$ cat config.mk
export PLATFORM = sky130hd
export DESIGN_NAME = ulpi_rx_parser
export DESIGN_NICKNAME = d
export VERILOG_FILES = /design/src/rtl/ulpi_rx_parser.sv
export SDC_FILE = /design/constraint.sdc
export NUM_CORES = 1
export LEC_CHECK = 0
export BUFFER_PORTS_ARGS = -buffer_cell sky130_fd_sc_hd__buf_2
export CAP_MARGIN = 40
export CORE_MARGIN = 2
export CORE_UTILIZATION = 64
export CTS_CLUSTER_DIAMETER = 120
export DETAILED_ROUTE_END_ITERATION = 16
export HOLD_SLACK_MARGIN = 0.12
export PLACE_DENSITY_LB_ADDON = 0.08
export SYNTH_ARGS = -nofsm -noshare
export SYNTH_HDL_FRONTEND = slang
export SYNTH_SLANG_ARGS = --single-unit
$ cat constraint.sdc
create_clock -name clk_ext -period 3.9 [get_ports clk_ext]
set_clock_uncertainty 0.1 [all_clocks]
set_input_delay 0 -clock clk_ext [delete_from_list [all_inputs] [get_ports clk_ext]]
set_output_delay 0 -clock clk_ext [all_outputs]
set_load 0.02 [all_outputs]
$ cat src/rtl/ulpi_rx_parser.sv
// Passive ULPI receive snooper: separates RX CMDs from packet bytes, frames each
// packet with sop/eop/err and buffers the bytes in a small FIFO with registered outputs.
module ulpi_rx_parser #(
  parameter int DEPTH = 16,
  parameter int AW    = 4
) (
  input  logic       clk_ext,
  input  logic       rst,
  input  logic       DIR,
  input  logic       NXT,
  input  logic [7:0] ULPI_DATA_IN,
  input  logic       rx_ready,
  output logic       rx_valid,
  output logic [7:0] rx_data,
  output logic       rx_sop,
  output logic       rx_eop,
  output logic       rx_err,
  output logic [1:0] line_state,
  output logic [1:0] vbus_state,
  output logic       rx_active,
  output logic [7:0] drop_cnt
);

  typedef enum logic [1:0] {IDLE, TURN, LISTEN, PKT} state_t;

  state_t      state, state_nxt;
  logic        d_q, n_q;
  logic [7:0]  b_q;
  logic        cmd_upd, pkt_start, data_byte, pkt_end, end_err, set_err;
  logic        err_flag, pend_valid, pend_first, discard;
  logic [7:0]  pend_data;
  logic [AW:0] wr_ptr, rd_ptr, rd_nxt;
  logic [10:0] mem [DEPTH];
  logic [10:0] push_entry;
  logic        full, pop, push_req, push_ok, overflow, head_avail;

  always_ff @(posedge clk_ext or negedge rst) begin
    if (!rst) begin
      d_q <= 1'b0;
      n_q <= 1'b0;
      b_q <= 8'h00;
    end else begin
      d_q <= DIR;
      n_q <= NXT;
      b_q <= ULPI_DATA_IN;
    end
  end

  always_ff @(posedge clk_ext or negedge rst) begin
    if (!rst) state <= IDLE;
    else      state <= state_nxt;
  end

  // Both bus turnarounds cost one ignored cycle; a DIR drop inside a packet aborts it.
  always_comb begin
    state_nxt = state;
    case (state)
      IDLE:    if (d_q) state_nxt = TURN;
      TURN:    state_nxt = LISTEN;
      LISTEN:  if (!d_q) state_nxt = IDLE;
               else if (!n_q && b_q[4]) state_nxt = PKT;
      PKT:     if (!d_q) state_nxt = TURN;
               else if (!n_q && !b_q[4]) state_nxt = LISTEN;
      default: state_nxt = IDLE;
    endcase
  end

  always_comb begin
    cmd_upd   = 1'b0;
    pkt_start = 1'b0;
    data_byte = 1'b0;
    pkt_end   = 1'b0;
    set_err   = 1'b0;
    end_err   = ~d_q | err_flag;
    case (state)
      LISTEN: if (d_q && !n_q) begin
        cmd_upd   = 1'b1;
        pkt_start = b_q[4];
      end
      PKT: if (!d_q) begin
        pkt_end = 1'b1;
      end else if (n_q) begin
        data_byte = 1'b1;
      end else begin
        cmd_upd = 1'b1;
        set_err = (b_q[5:4] == 2'b11);
        pkt_end = ~b_q[4];
      end
      default: ;
    endcase
  end

  // The pending byte is released by the next data byte or, tagged eop, by the packet end.
  always_comb begin
    pop        = rx_ready & rx_valid;
    full       = (wr_ptr[AW] != rd_ptr[AW]) && (wr_ptr[AW-1:0] == rd_ptr[AW-1:0]);
    push_req   = pend_valid & (data_byte | pkt_end);
    push_entry = {pkt_end & end_err, pkt_end, pend_first, pend_data};
    push_ok    = push_req & ~discard & (~full | pop);
    overflow   = push_req & ~discard & full & ~pop;
    rd_nxt     = pop ? rd_ptr + {{AW{1'b0}}, 1'b1} : rd_ptr;
    head_avail = (wr_ptr != rd_nxt);
  end

  always_ff @(posedge clk_ext or negedge rst) begin
    if (!rst) begin
      line_state <= 2'b00;
      vbus_state <= 2'b00;
      rx_active  <= 1'b0;
      err_flag   <= 1'b0;
      pend_valid <= 1'b0;
      pend_first <= 1'b0;
      pend_data  <= 8'h00;
      discard    <= 1'b0;
      drop_cnt   <= 8'h00;
    end else begin
      if (cmd_upd) begin
        line_state <= b_q[1:0];
        vbus_state <= b_q[3:2];
      end
      if (pkt_start) begin
        rx_active  <= 1'b1;
        err_flag   <= 1'b0;
        discard    <= 1'b0;
        pend_valid <= 1'b0;
      end
      if (set_err) err_flag <= 1'b1;
      if (data_byte) begin
        pend_data  <= b_q;
        pend_first <= ~pend_valid;
        pend_valid <= 1'b1;
      end
      if (pkt_end) begin
        rx_active  <= 1'b0;
        pend_valid <= 1'b0;
      end
      if (overflow) begin
        discard <= 1'b1;
        if (drop_cnt != 8'hFF) drop_cnt <= drop_cnt + 8'd1;
      end
    end
  end

  always_ff @(posedge clk_ext) begin
    if (push_ok) mem[wr_ptr[AW-1:0]] <= push_entry;
  end

  // The head register reads at the post-pop pointer, so a just-written entry shows a cycle later.
  always_ff @(posedge clk_ext or negedge rst) begin
    if (!rst) begin
      wr_ptr   <= '0;
      rd_ptr   <= '0;
      rx_valid <= 1'b0;
      rx_data  <= 8'h00;
      rx_sop   <= 1'b0;
      rx_eop   <= 1'b0;
      rx_err   <= 1'b0;
    end else begin
      if (push_ok) wr_ptr <= wr_ptr + {{AW{1'b0}}, 1'b1};
      rd_ptr   <= rd_nxt;
      rx_valid <= head_avail;
      {rx_err, rx_eop, rx_sop, rx_data} <= head_avail ? mem[rd_nxt[AW-1:0]] : 11'h000;
    end
  end

endmodule

Yosys cells after proc, flatten, opt, wreduce, memory -nomap -nowiden
Memory sizes are Yosys's and may differ from the RTL's.
Index checks and enable logic that the tools add are counted.
{"block": "totals", "reg_bits": 59, "latch_bits": 0, "ram_bits": 176, "mem_bits_ro": 0, "input_bits": 13, "output_inout_bits": 25, "wordCells": 96, "mem_count": 1}
{"name": "mem", "depth": 16, "width": 11, "read_ports": 1, "rd_ports_with_merged_regs": 0, "wr": 1, "line_no": "33", "text": "logic [10:0] mem [DEPTH];"}
{"block": "op_classes", "add_sub_neg": 3, "n_mul": 0, "n_div": 0, "n_lt_le_gt_ge": 0, "eq_ne": 11, "n_shift": 0, "mux": 32, "bitwise_logic": 16, "reduce_logical": 13}
{"operator": "$mux W1", "n": 23}
{"operator": "$mux W11", "n": 1}
{"operator": "$add A5 B1 Y5 const B", "n": 2}
{"operator": "$mux W2", "n": 5}
{"operator": "$add A8 B1 Y8 const B", "n": 1}
{"operator": "$ne A8 B8 Y1 const B", "n": 1}
{"operator": "$pmux W2 S4", "n": 1}
{"operator": "$and A1 B1 Y1", "n": 7}
{"operator": "$eq A2 B2 Y1 const B", "n": 3}
{"operator": "$ne A3 B3 Y1 const B", "n": 2}
{"operator": "$not A1 Y1", "n": 6}
{"operator": "$reduce_bool A2 Y1", "n": 3}
{"operator": "$mux W5", "n": 1}
{"operator": "$ne A5 B5 Y1", "n": 1}
{"operator": "$eq A4 B4 Y1", "n": 1}
{"operator": "$logic_and A1 B1 Y1", "n": 4}
{"operator": "$or A1 B1 Y1", "n": 3}
{"operator": "$reduce_and A3 Y1", "n": 1}
{"operator": "$reduce_bool A3 Y1", "n": 1}
{"operator": "$eq A2 B1 Y1 const B", "n": 1}
{"operator": "$logic_not A1 Y1", "n": 2}
{"operator": "$logic_not A2 Y1", "n": 1}
{"operator": "$ne A2 B2 Y1 const B", "n": 1}
{"operator": "$pmux W1 S2", "n": 1}
{"operator": "other kinds (2)", "n": 2}

Logic depth before layout (Yosys ltp)
Gate-level depths: netlist of the first run.
{"block": "logic_depth", "ltp_word": 10, "depth_mapped": 9, "mapped_depth_nobuf": 7}

Worst setup path before layout of the first run
No wires, ideal clock.
{"block": "synth_timing", "path_type": "register to register", "from": "register rx_valid", "to": "memory mem[3][0] (enable)", "setup_time_ps": 393, "arrival_ps": 2195, "required_time_ps": 3407, "setup_slack_ps": 1212, "stages_incl_launch_ff": 7, "path_buffers": 1, "period_less_slack_ps": 2688, "path_cell_list": "dfrtp_1 > and2_1 > buf_2 > nor4_2 > a21boi_2 > nand2_1 > nor3_1"}
{"block": "synth_via", "elab_chain_len": 5}
{"element": "start: declaration", "line_no": "13", "text": "output logic rx_valid,"}
{"element": "start signal: assignment", "line_no": "161", "text": "rx_valid <= head_avail;"}
{"element": "$and A1 B1 Y1", "line_no": "95", "text": "pop = rx_ready & rx_valid;"}
{"element": "$or A1 B1 Y1", "line_no": "99", "text": "push_ok = push_req & ~discard & (~full | pop);"}
{"element": "$and A1 B1 Y1", "line_no": "99"}
{"element": "$mux W1", "line_no": "145", "text": "if (push_ok) mem[wr_ptr[AW-1:0]] <= push_entry;"}
{"element": "$mux W1 (implied by the code)", "line_no": "145"}
{"element": "end: declaration", "line_no": "33"}
Every way passes these cells.

Worst setup path after layout of the first run
{"block": "layout_timing", "from": "register rd_ptr[0]", "to": "memory mem[3][9] (enable)"}
{"block": "layout_via", "elab_chain_len": 7}
{"element": "start: declaration", "line_no": "32", "text": "logic [AW:0] wr_ptr, rd_ptr, rd_nxt;"}
{"element": "start signal: assignment", "line_no": "160", "text": "rd_ptr <= rd_nxt;"}
{"element": "$eq A4 B4 Y1", "line_no": "96", "text": "full = (wr_ptr[AW] != rd_ptr[AW]) && (wr_ptr[AW-1:0] == rd_ptr[AW-1:0]);"}
{"element": "$logic_and A1 B1 Y1", "line_no": "96"}
{"element": "$not A1 Y1", "line_no": "99"}
{"element": "$or A1 B1 Y1", "line_no": "99"}
{"element": "$and A1 B1 Y1", "line_no": "99"}
{"element": "$mux W1", "line_no": "145"}
{"element": "$mux W1 (implied by the code)", "line_no": "145"}
Every way passes these cells.

==> metrics, run 1 <==
outcome finished, final reports clean; Num CTS Buffers 24; commonest cells after routing, fill and taps aside edfxtp_1 (176), nand2_1 (63), a21oi_1 (59); total chip power 10,200 uW; Routed Antenna Nets 0; worst-margin pin slew 737 ps; worst reg2reg setup slack 900 ps; DRC viols 0; hold path cells 1; clock root buffer master clkbuf_16; power per standard cell area 837 nW/um^2; Placer Congestion 0.887; Mapped Avg Cell Area 11.9 sq um; crit share post-route 77.0%; setup_tns 0 ps; syn nets 918; worst path cell trace xor2_1, nor2_1, a21boi_2, nand2_1, nor3_1, buf_4; Die ar. 17,800 sq um; Min-Delay Endpoint pend_data[7]; final-report setup violation count 0; Slowest-stage cell, CP dfrtp_4; Post-synth EDFFs 176; IO Pins 38; Final Core Density 74.2%; initial antenna violation count 0; GR Util All Layers 31.5%; Crit path max-delay family simple AND/OR/NAND/NOR gates; Die Wd 133 um; grt ovf 0; row count 47; number of global-route vias before repair 8,042; Data arrival, critical path 3120 ps; WL final 27,300 um; Yosys reg bits 235; Max-Cap Viols 0; final layout net count 961; worst vdd ir 0.738 mV; Unique masters post-synth 41; Die Y 133 um; Fillers 1,132; Synth Instances 899; worst min-delay path category flip-flop to flip-flop; Synth warnings 0; drt via density 6.70; Slew Viols, Final 0; most common cell after layout, fill and taps aside edfxtp_1; P&R area growth vs syn 14.3%; endpoints failing hold 0; asr flop ratio synth 25.1%; critical-path maximum fanout 56; deepest clock path buffer count 3; Synth Cell Area 10,700 sq um; Rel. slew slack 50.9%; fmax 333 MHz; worst reg2reg path depth 6; commonest register cell after synthesis edfxtp_1; Starting Density 64.9%; WS Path Type flip-flop to flip-flop; min-delay src b_q[7]; sequential area share after synthesis 63.3%; Leakage 0.00451 uW; largest net degree at the start of global routing 89; Data required, critical path 4020 ps; Core ar. 16,500 sq um; proportion of layout cells with a drive suffix above 1 14.1%; clock slew at reported path FFs 60 ps; First DRT Iteration DRCs 904; TritonCTS clock tree built; critical path startpoint category flip-flop; Setup crit end kind flip-flop; reg2reg end mem[3][9]; footprint of the multi-input gates 3540 sq um; Avg WL per Cell 23.2 um; first-pass GRT wire length 43,600 um; Port-buffer cells 37; vias post-DR 7,910; Ant. Diodes 0; Max stage delay on crit path 810 ps; Clock Sinks 235; First-pass DRT Iterations 5; worst r2r src rd_ptr[0]; tightest hold margin 382 ps; post-layout min period 3000 ps; post_cts resized 0; DP HPWL 15,800 um; Skew-Pair Late Insertion Delay 510 ps; H-tree levels 1; worst path bufs/invs 1; Sequential Area 6770 sq um; RSZ-0062 raised after global routing no
[metal layers]
layer | wire, um | vias up | track usage, %
met5 | 0 | - | 0
met4 | 791 | 0 | 12.2
met3 | 2160 | 65 | 3.65
met2 | 13600 | 445 | 52.6
met1 | 10800 | 3861 | 43.1
li1 | - | 3539 | -
[Yosys cell counts, types with 5 or more instances]
cell / n / area share [%]
edfxtp_1: 176 / 49
clkbuf_1: 65 / 2.3
nand2_1: 64 / 2.2
a21oi_1: 59 / 2.8
dfrtp_1: 59 / 14
a211oi_1: 55 / 3.9
nand3_1: 48 / 2.2
a221oi_1: 44 / 3.6
nor2_1: 40 / 1.4
o31ai_1: 34 / 2.4
o21ai_0: 29 / 1.4
inv_1: 28 / 0.98
nand4_1: 28 / 1.6
nor3_1: 26 / 1.2
nand2b_1: 25 / 1.5
a21o_1: 22 / 1.5
a22oi_1: 22 / 1.5
mux2_2: 14 / 1.5
xnor2_1: 13 / 1.1
xor2_1: 8 / 0.66
buf_2: 7 / 0.33
ha_1: 6 / 0.70
buf_1: 5 / 0.18
[worst max-delay path by stage]
stage,startpoint,to,slack [ps],cells past startpoint
global placement,rx_valid,rx_data[7],1070,7
detailed placement,rd_ptr[0],mem[3][6],890,6
floorplan,rx_valid,mem[3][0],1210,6
CTS,rd_ptr[0],mem[3][8],890,6
global route,rd_ptr[0],mem[3][8],680,6
finish,rd_ptr[0],mem[3][9],900,6
[final cells by class]
type	count	area share, %
multi-input combinational	556	29.0
clock buffer	27	5.26
tap	220	2.25
clock inverter	17	1.23
sequential	235	55.4
inverter	30	0.922
timing repair buffer	95	5.96
[flip-flops by register name (all words and copies together), names as in the netlist]
signal,count
b_q,8
d_q,1
discard,1
drop_cnt,8
err_flag,1
line_state,2
mem,176
n_q,1
pend_data,8
pend_first,1
pend_valid,1
rd_ptr,5
rx_active,1
rx_data,8
rx_eop,1
rx_err,1
rx_sop,1
rx_valid,1
state,2
vbus_state,2
wr_ptr,5
[stage by stage]
stage	setup slack [ps]	instances	cell area, sq um
after detailed placement	894	1112	11200
after global routing	682	1180	12200
after floorplan	1210	899	10700
final	899	1180	12200
after global placement	1070	1111	11200
after CTS	887	1180	12200
[report_power, final]
| part | internal, uW | leakage [uW] | switching, uW |
|---|---|---|---|
| clock network | 1380 | 0.000395 | 914 |
| registers | 3170 | 0.00232 | 518 |
| logic | 1510 | 0.00180 | 2740 |
[repair_timing]
item | CTS | global route
buffers inserted | 0 | 0
hold buffers | 24 | 0
endpoints found under the hold margin | 70 | 0
[logic make-up (layout without fill, tap and decap cells)]
kind of cell | after synthesis | after routing | synth area share (%)
buffers and inverters | 108 | 169 | 3.91
AOI/OAI and AO/OA | 269 | 269 | 17.4
xor gates and xnor gates | 24 | 24 | 2.18
adders and majority gates | 6 | 6 | 0.702
DFF | 235 | 235 | 63.3
and+or+nand+nor | 243 | 243 | 11.1
muxes | 14 | 14 | 1.47
Power figures use the tool's default switching activity.
==> run 2, diff against run 1 <==
Settings changed: CORE_UTILIZATION 64 to 56.
Clock period 3.9 ns to 2.57 ns, I/O delays scaled along.
==> run 2 against run 1 <==
- sequential cell count stayed put
- worst hold slack worse by 38 ps
- cell count is 2.1% higher
- wire length is 2.6% higher
- global-route usage is 2.9 points lower
- highest routed layer unchanged
- register-to-register slack worse by 880 ps
- critical endpoint is now rx_data[7]
- setup slack worse by 880 ps
==> metrics, run 2 (synthesized netlist as in run 1, its figures left out) <==
worst reg2reg setup slack 20 ps (-880 ps); vias post-DR 7,894 (-0.20%); Die Y 142 um (+6.7%); worst path bufs/invs 1 (unchanged); Switching Share 41.3% (+0.50 points); Placer Congestion 0.848 (-4.4%); crit share post-route 99.1% (+22 points); critical-path maximum fanout 49 (-13%); First-pass DRT Iterations 5 (unchanged); Starting Density 57.1% (-7.8 points); fmax 393 MHz (+18%); postcts setup bufs 0 (unchanged); Clock Sinks 235 (unchanged); Max stage delay on crit path 530 ps (-280 ps); Setup crit end kind flip-flop; reg2reg end rx_data[7]; clock root buffer master clkbuf_16; Crit path depth 7 (+1); clock power share 21.3% (-1.1 points); setup_tns 0 ps (unchanged); Data arrival, critical path 2820 ps (-300 ps); WL final 28,100 um (+2.6%); Leakage 0.00462 uW (+2.2%); drt via density 6.55 (-2.3%); First DRT Iteration DRCs 760 (-16%); Die Wd 142 um (+6.7%); Slew Viols, Final 0 (unchanged); worst r2r src rd_ptr[0]; deepest clock path buffer count 3 (unchanged); first-pass GRT wire length 44,300 um (+1.6%); final-report setup violation count 0 (unchanged); IO Pins 38 (unchanged); footprint of the multi-input gates 3580 sq um (+1.2%); Port-buffer cells 37 (unchanged); Data required, critical path 2840 ps (-1180 ps); Core ar. 18,700 sq um (+14%); Rel. slew slack 53.7% (+2.8 points); number of global-route vias before repair 7,977 (-0.81%); endpoints failing hold 0 (unchanged); Avg WL per Cell 23.3 um (+0.51%); Num CTS Buffers 24 (unchanged); Sequential Area 6770 sq um (unchanged); commonest cells after routing, fill and taps aside edfxtp_1 (176), nand2_1 (63), a21oi_1 (59); Max-Cap Viols 0 (unchanged); final layout net count 972 (+1.1%); Internal 9390 uW (+55%); Sw Pwr 6600 uW (+58%); row count 50 (+6.4%); clock slew at reported path FFs 60 ps (about the same); Worst setup startpoint rd_ptr[0]; RSZ-0062 raised after global routing no; Crit path max-delay family compound AO/OA/AOI/OAI gates; TritonCTS clock tree built; sequential fraction of design power 34.1% (-2.0 points); H-tree levels 1 (unchanged); grt ovf 0 (unchanged); worst path cell trace ha_2, buf_12, nand3_1, a22oi_1, o31ai_1, a211oi_1, nor3_1; P&R area growth vs syn 16.8%; critical path startpoint category flip-flop; GR Util All Layers 28.5% (-2.9 points); DP HPWL 16,800 um (+6.1%); worst min-delay path category primary input to flip-flop; combinational share of power 44.5% (+3.0 points); Routed Antenna Nets 0 (unchanged); power per standard cell area 1280 nW/um^2 (+53%); Fillers 1,357 (+20%); Die ar. 20,200 sq um (+14%); Place WS 95.8 ps (-798 ps); largest net degree at the start of global routing 68 (-24%); Slowest-stage cell, CP a211oi_1; worst reg2reg path depth 7 (+1); Worst Slack Setup Final 22.5 ps (-876 ps); worst-margin pin slew 689 ps (-48.3 ps); critical path endpoint rx_data[7]; worst vdd ir 0.686 mV (-7.1%); DRC viols 0 (unchanged); initial antenna violation count 0 (unchanged); Largest register FFs 176 (unchanged); proportion of layout cells with a drive suffix above 1 16.2% (+2.1 points); WS Path Type flip-flop to flip-flop; outcome finished, final reports clean; most common cell after layout, fill and taps aside edfxtp_1; Skew-Pair Late Insertion Delay 530 ps (+20 ps); Ant. Diodes 0 (unchanged); post-layout min period 2550 ps (-454 ps)
==> run 2: cell count changes in the layout (fill, tap and decap cells not counted), moves of 2 or more <==
cell	before	now
buf_12	4	15
clkinv_1	9	2
nor3_1	26	22
nor3_2	1	5
a211oi_1	55	52
a211oi_2	0	3
clkbuf_1	1	4
clkinvlp_4	0	3
bufinv_16	3	1
clkbuf_8	1	3
==> run 2: per-stage QoR <==
stage | power, uW | cells | hold WS (ps) | util, % | area (sq um)
finish | 16000 | 1205 | 344 | 66.8 | 12500
global route | 16800 | 1205 | 350 | 66.8 | 12500
CTS | 15900 | 1205 | 325 | 66.6 | 12500
detailed placement | 12500 | 1137 | -36.3 | 61.1 | 11400
global placement | 12200 | 1137 | -46.6 | 61.1 | 11400
floorplan | 9890 | 899 | -396 | - | 10700
==> run 2: area by class of cell <==
type                    instances  share of cell area (%)
inverters                      30                   0.902
flip-flops and latches        235                    54.2
clock buffers                  32                    5.46
well taps                     234                    2.34
multi-input cells             556                    28.7
clock inverters                12                   0.822
repair buffers                106                    7.60
==> run 2: timing repair <==
item / CTS / global route
endpoints found under the hold margin: 73 / 0
gates resized for setup: 0 / 4
endpoints found under the setup margin: 0 / 165
hold buffers: 24 / 0
==> run 2: worst min path at each step <==
stage	from	endpoint	slack, ps	cells past startpoint
floorplan	rst	b_q[0]	-400	0
global placement	rst	b_q[6]	-50	1
detailed placement	rst	b_q[7]	-40	1
CTS	rx_ready	rd_ptr[1]	320	4
global route	rx_ready	rd_ptr[1]	350	4
finish	rx_ready	rd_ptr[1]	340	4
==> run 2: per-layer routing <==
| metal | global-route usage (%) | part of all wire (%) | routed length (um) |
|---|---|---|---|
| met1 | 38.0 | 40 | 11300 |
| met2 | 48.4 | 50 | 14100 |
| met4 | 10.4 | 3.1 | 862 |
| met5 | 0 | 0 | 0 |
| met3 | 3.80 | 6.5 | 1820 |
==> run 2: power groups by stage <==
stage	combinational (uW)	clock (uW)	sequential [uW]
2_1_floorplan	4550	0	5350
3_3_place_gp	6720	0	5510
3_5_place_dp	6940	0	5530
4_1_cts	7000	3460	5460
5_1_grt	7690	3620	5520
6_report	7120	3410	5450
==> run 2: worst register-to-register path, delay by kind of cell (launching register included) <==
| kind | cells | cell delay [ps] |
|---|---|---|
| simple gates | 2 | 300 |
| compound gates | 3 | 850 |
| flops | 1 | 520 |
| buf+inv | 1 | 250 |
| fa+ha+maj | 1 | 370 |
==> run 3, diff against run 2 <==
Settings changed: ABC_AREA set to 1, CORE_UTILIZATION 56 to 55.
==> run 3 against run 2 <==
- clock-buffer cell count fell by 2
- largest cell class unchanged
- register-to-register slack improved by 150 ps
- combinational power fell by 38%
- global-route usage fell by 3.1 points
==> metrics, run 3 <==
worst vdd ir 1.35 mV (+97%); P&R area growth vs syn 15.9%; number of global-route vias before repair 6,543 (-18%); Port-buffer cells 37 (unchanged); Synth warnings 0 (unchanged); Rel. slew slack 43.4% (-10 points); Die ar. 18,800 sq um (-6.8%); Core ar. 17,300 sq um (-7.5%); top cells by count, synth nand2_1 (217), nand3_1 (201), edfxtp_1 (176); Unique masters post-synth 29 (-29%); Num CTS Buffers 24 (unchanged); endpoints failing hold 0 (unchanged); critical-path maximum fanout 11 (-78%); Data required, critical path 2610 ps (-230 ps); drt via density 5.67 (-13%); Die Y 137 um (-3.5%); synth top area cells edfxtp_1 (54%), dfrtp_1 (15%), nand3_1 (10%); first-pass GRT wire length 35,900 um (-19%); final layout net count 971 (-0.10%); TritonCTS clock tree built; outcome finished, final reports clean; Synth Cell Area 9760 sq um (-8.7%); final-report setup violation count 0 (unchanged); Sequential Area 6760 sq um (about the same); clock root buffer master clkbuf_16; Leakage 0.00454 uW (-1.7%); IO Pins 38 (unchanged); Synth Instances 873 (-2.9%); post-layout min period 2400 ps (-148 ps); count leader, synth nand2_1; syn nets 892 (-2.8%); clock slew at reported path FFs 60 ps (about the same); DRC viols 0 (unchanged); Mapped Avg Cell Area 11.2 sq um (-6.0%); WS Path Type flip-flop to flip-flop; Routed Antenna Nets 0 (unchanged); Final Core Density 65.4% (-1.4 points); GR Util All Layers 25.4% (-3.1 points); setup_tns 0 ps (unchanged); Max-Cap Viols 0 (unchanged); RSZ-0062 raised after global routing no; DP HPWL 14,200 um (-16%); Max stage delay on crit path 650 ps (+120 ps); worst path bufs/invs 1 (unchanged); Starting Density 56.4% (-0.71 points); deepest clock path buffer count 3 (unchanged); proportion of layout cells with a drive suffix above 1 14.4% (-1.7 points); power per standard cell area 1170 nW/um^2 (-8.9%); worst path cell trace nand2_1, nand2_1, nor2_2, o21ai_1, nor2_4, nand2_2, inv_4, nand2_2, nor2_1; Placer Congestion 0.867 (+2.2%); Slowest-stage cell, CP nor2_1; vias post-DR 6,781 (-14%); footprint of the multi-input gates 2650 sq um (-26%); Die Wd 137 um (-3.5%); largest net degree at the start of global routing 67 (-1.5%); postcts setup bufs 0 (unchanged); post-synth top area share 54.1% (+4.7 points); grt ovf 0 (unchanged); row count 48 (-4.0%); initial antenna violation count 0 (unchanged); Slew Viols, Final 0 (unchanged); fmax 417 MHz (+6.2%); Crit path max-delay family simple AND/OR/NAND/NOR gates; H-tree levels 1 (unchanged); commonest register cell after synthesis edfxtp_1; sequential area share after synthesis 69.3% (+6.0 points); worst min-delay path category flip-flop to flip-flop; most common cell after layout, fill and taps aside nand2_1; worst-margin pin slew 845 ps (+157 ps); top cell type by total area after synthesis edfxtp_1; commonest cells after routing, fill and taps aside nand2_1 (217), nand3_1 (201), edfxtp_1 (176); total chip power 13,200 uW (-17%); Ant. Diodes 0 (unchanged); Avg WL per Cell 19.3 um (-17%); worst reg2reg setup slack 170 ps (+150 ps); Clock Sinks 235 (unchanged); Yosys reg bits 235 (unchanged); First-pass DRT Iterations 5 (unchanged); asr flop ratio synth 25.1% (unchanged); Data arrival, critical path 2440 ps (-380 ps); Setup crit end kind flip-flop; WL final 23,000 um (-18%); Post-synth EDFFs 176 (unchanged); Skew-Pair Late Insertion Delay 520 ps (about the same); Fillers 1,338 (-1.4%); First DRT Iteration DRCs 663 (-13%); critical path startpoint category flip-flop; Largest register FFs 176 (unchanged); crit share post-route 93.4% (-5.8 points)
==> run 3: cell type report <==
class | count | share of cell area, %
tap | 225 | 2.49
sequential | 235 | 59.8
inverter | 32 | 1.08
clock inverter | 14 | 0.940
clock buffer | 30 | 5.70
timing repair buffer | 96 | 6.62
multi-input combinational | 563 | 23.4
==> run 3: power breakdown <==
| part | switching (uW) | internal (uW) |
|---|---|---|
| clock network | 1430 | 1890 |
| logic | 3000 | 1380 |
| registers | 651 | 4840 |
| total | 5080 | 8110 |
==> run 3: what timing repair did <==
| item | 4_1_cts | 5_1_grt |
|---|---|---|
| setup endpoints to repair | 0 | 11 |
| resized for setup | 0 | 1 |
| hold buffers | 24 | 0 |
| hold endpoints to repair | 74 | 0 |
==> run 3: final timing paths <==
kind | depth (start not counted) | end | startpoint
min | 2 | pend_data[7] | b_q[7]
min in group asynchronous | 4 | rx_valid | rst
min reg2reg | 2 | pend_data[7] | b_q[7]
max reg2reg | 9 | mem[13][2] | d_q
max | 9 | mem[13][2] | d_q
max in group asynchronous | 4 | b_q[0] | rst
==> run 3: logic make-up after synthesis <==
family                   after synthesis  share of synthesized area [%]
buffers and inverters                 75                           3.70
multiplexers                           2                          0.231
AO/OA/AOI/OAI                         36                           2.14
AND/OR/NAND/NOR                      507                           22.8
XOR/XNOR                              12                           1.08
flip-flops                           235                           69.3
adder cells (fa/ha/maj)                6                          0.769
==> run 3: metrics by stage <==
step           cell area, sq um  std cells  worst slack (ps)  hold WS, ps
3_5_place_dp              10300       1126              68.7        -39.8
5_1_grt                   11300       1195              2.46          382
3_3_place_gp              10300       1126               153        -39.3
4_1_cts                   11300       1194              60.6          353
6_report                  11300       1195               171          344
2_1_floorplan              9760        873              38.2         -396
==> run 3: routing by layer <==
layer / global-route usage [%] / part of all wire [%]
met2: 41.8 / 49
met5: 0 / 0
met4: 8.30 / 2.3
met3: 3.72 / 7.2
met1: 35.3 / 41
==> run 3: worst register-to-register path, delay by kind of cell, from the launching register on <==
kind                   cells  cell delay (ps)
buffers and inverters      1               90
DFF                        1              430
AOI/OAI and AO/OA          1              100
and+or+nand+nor            7             1320
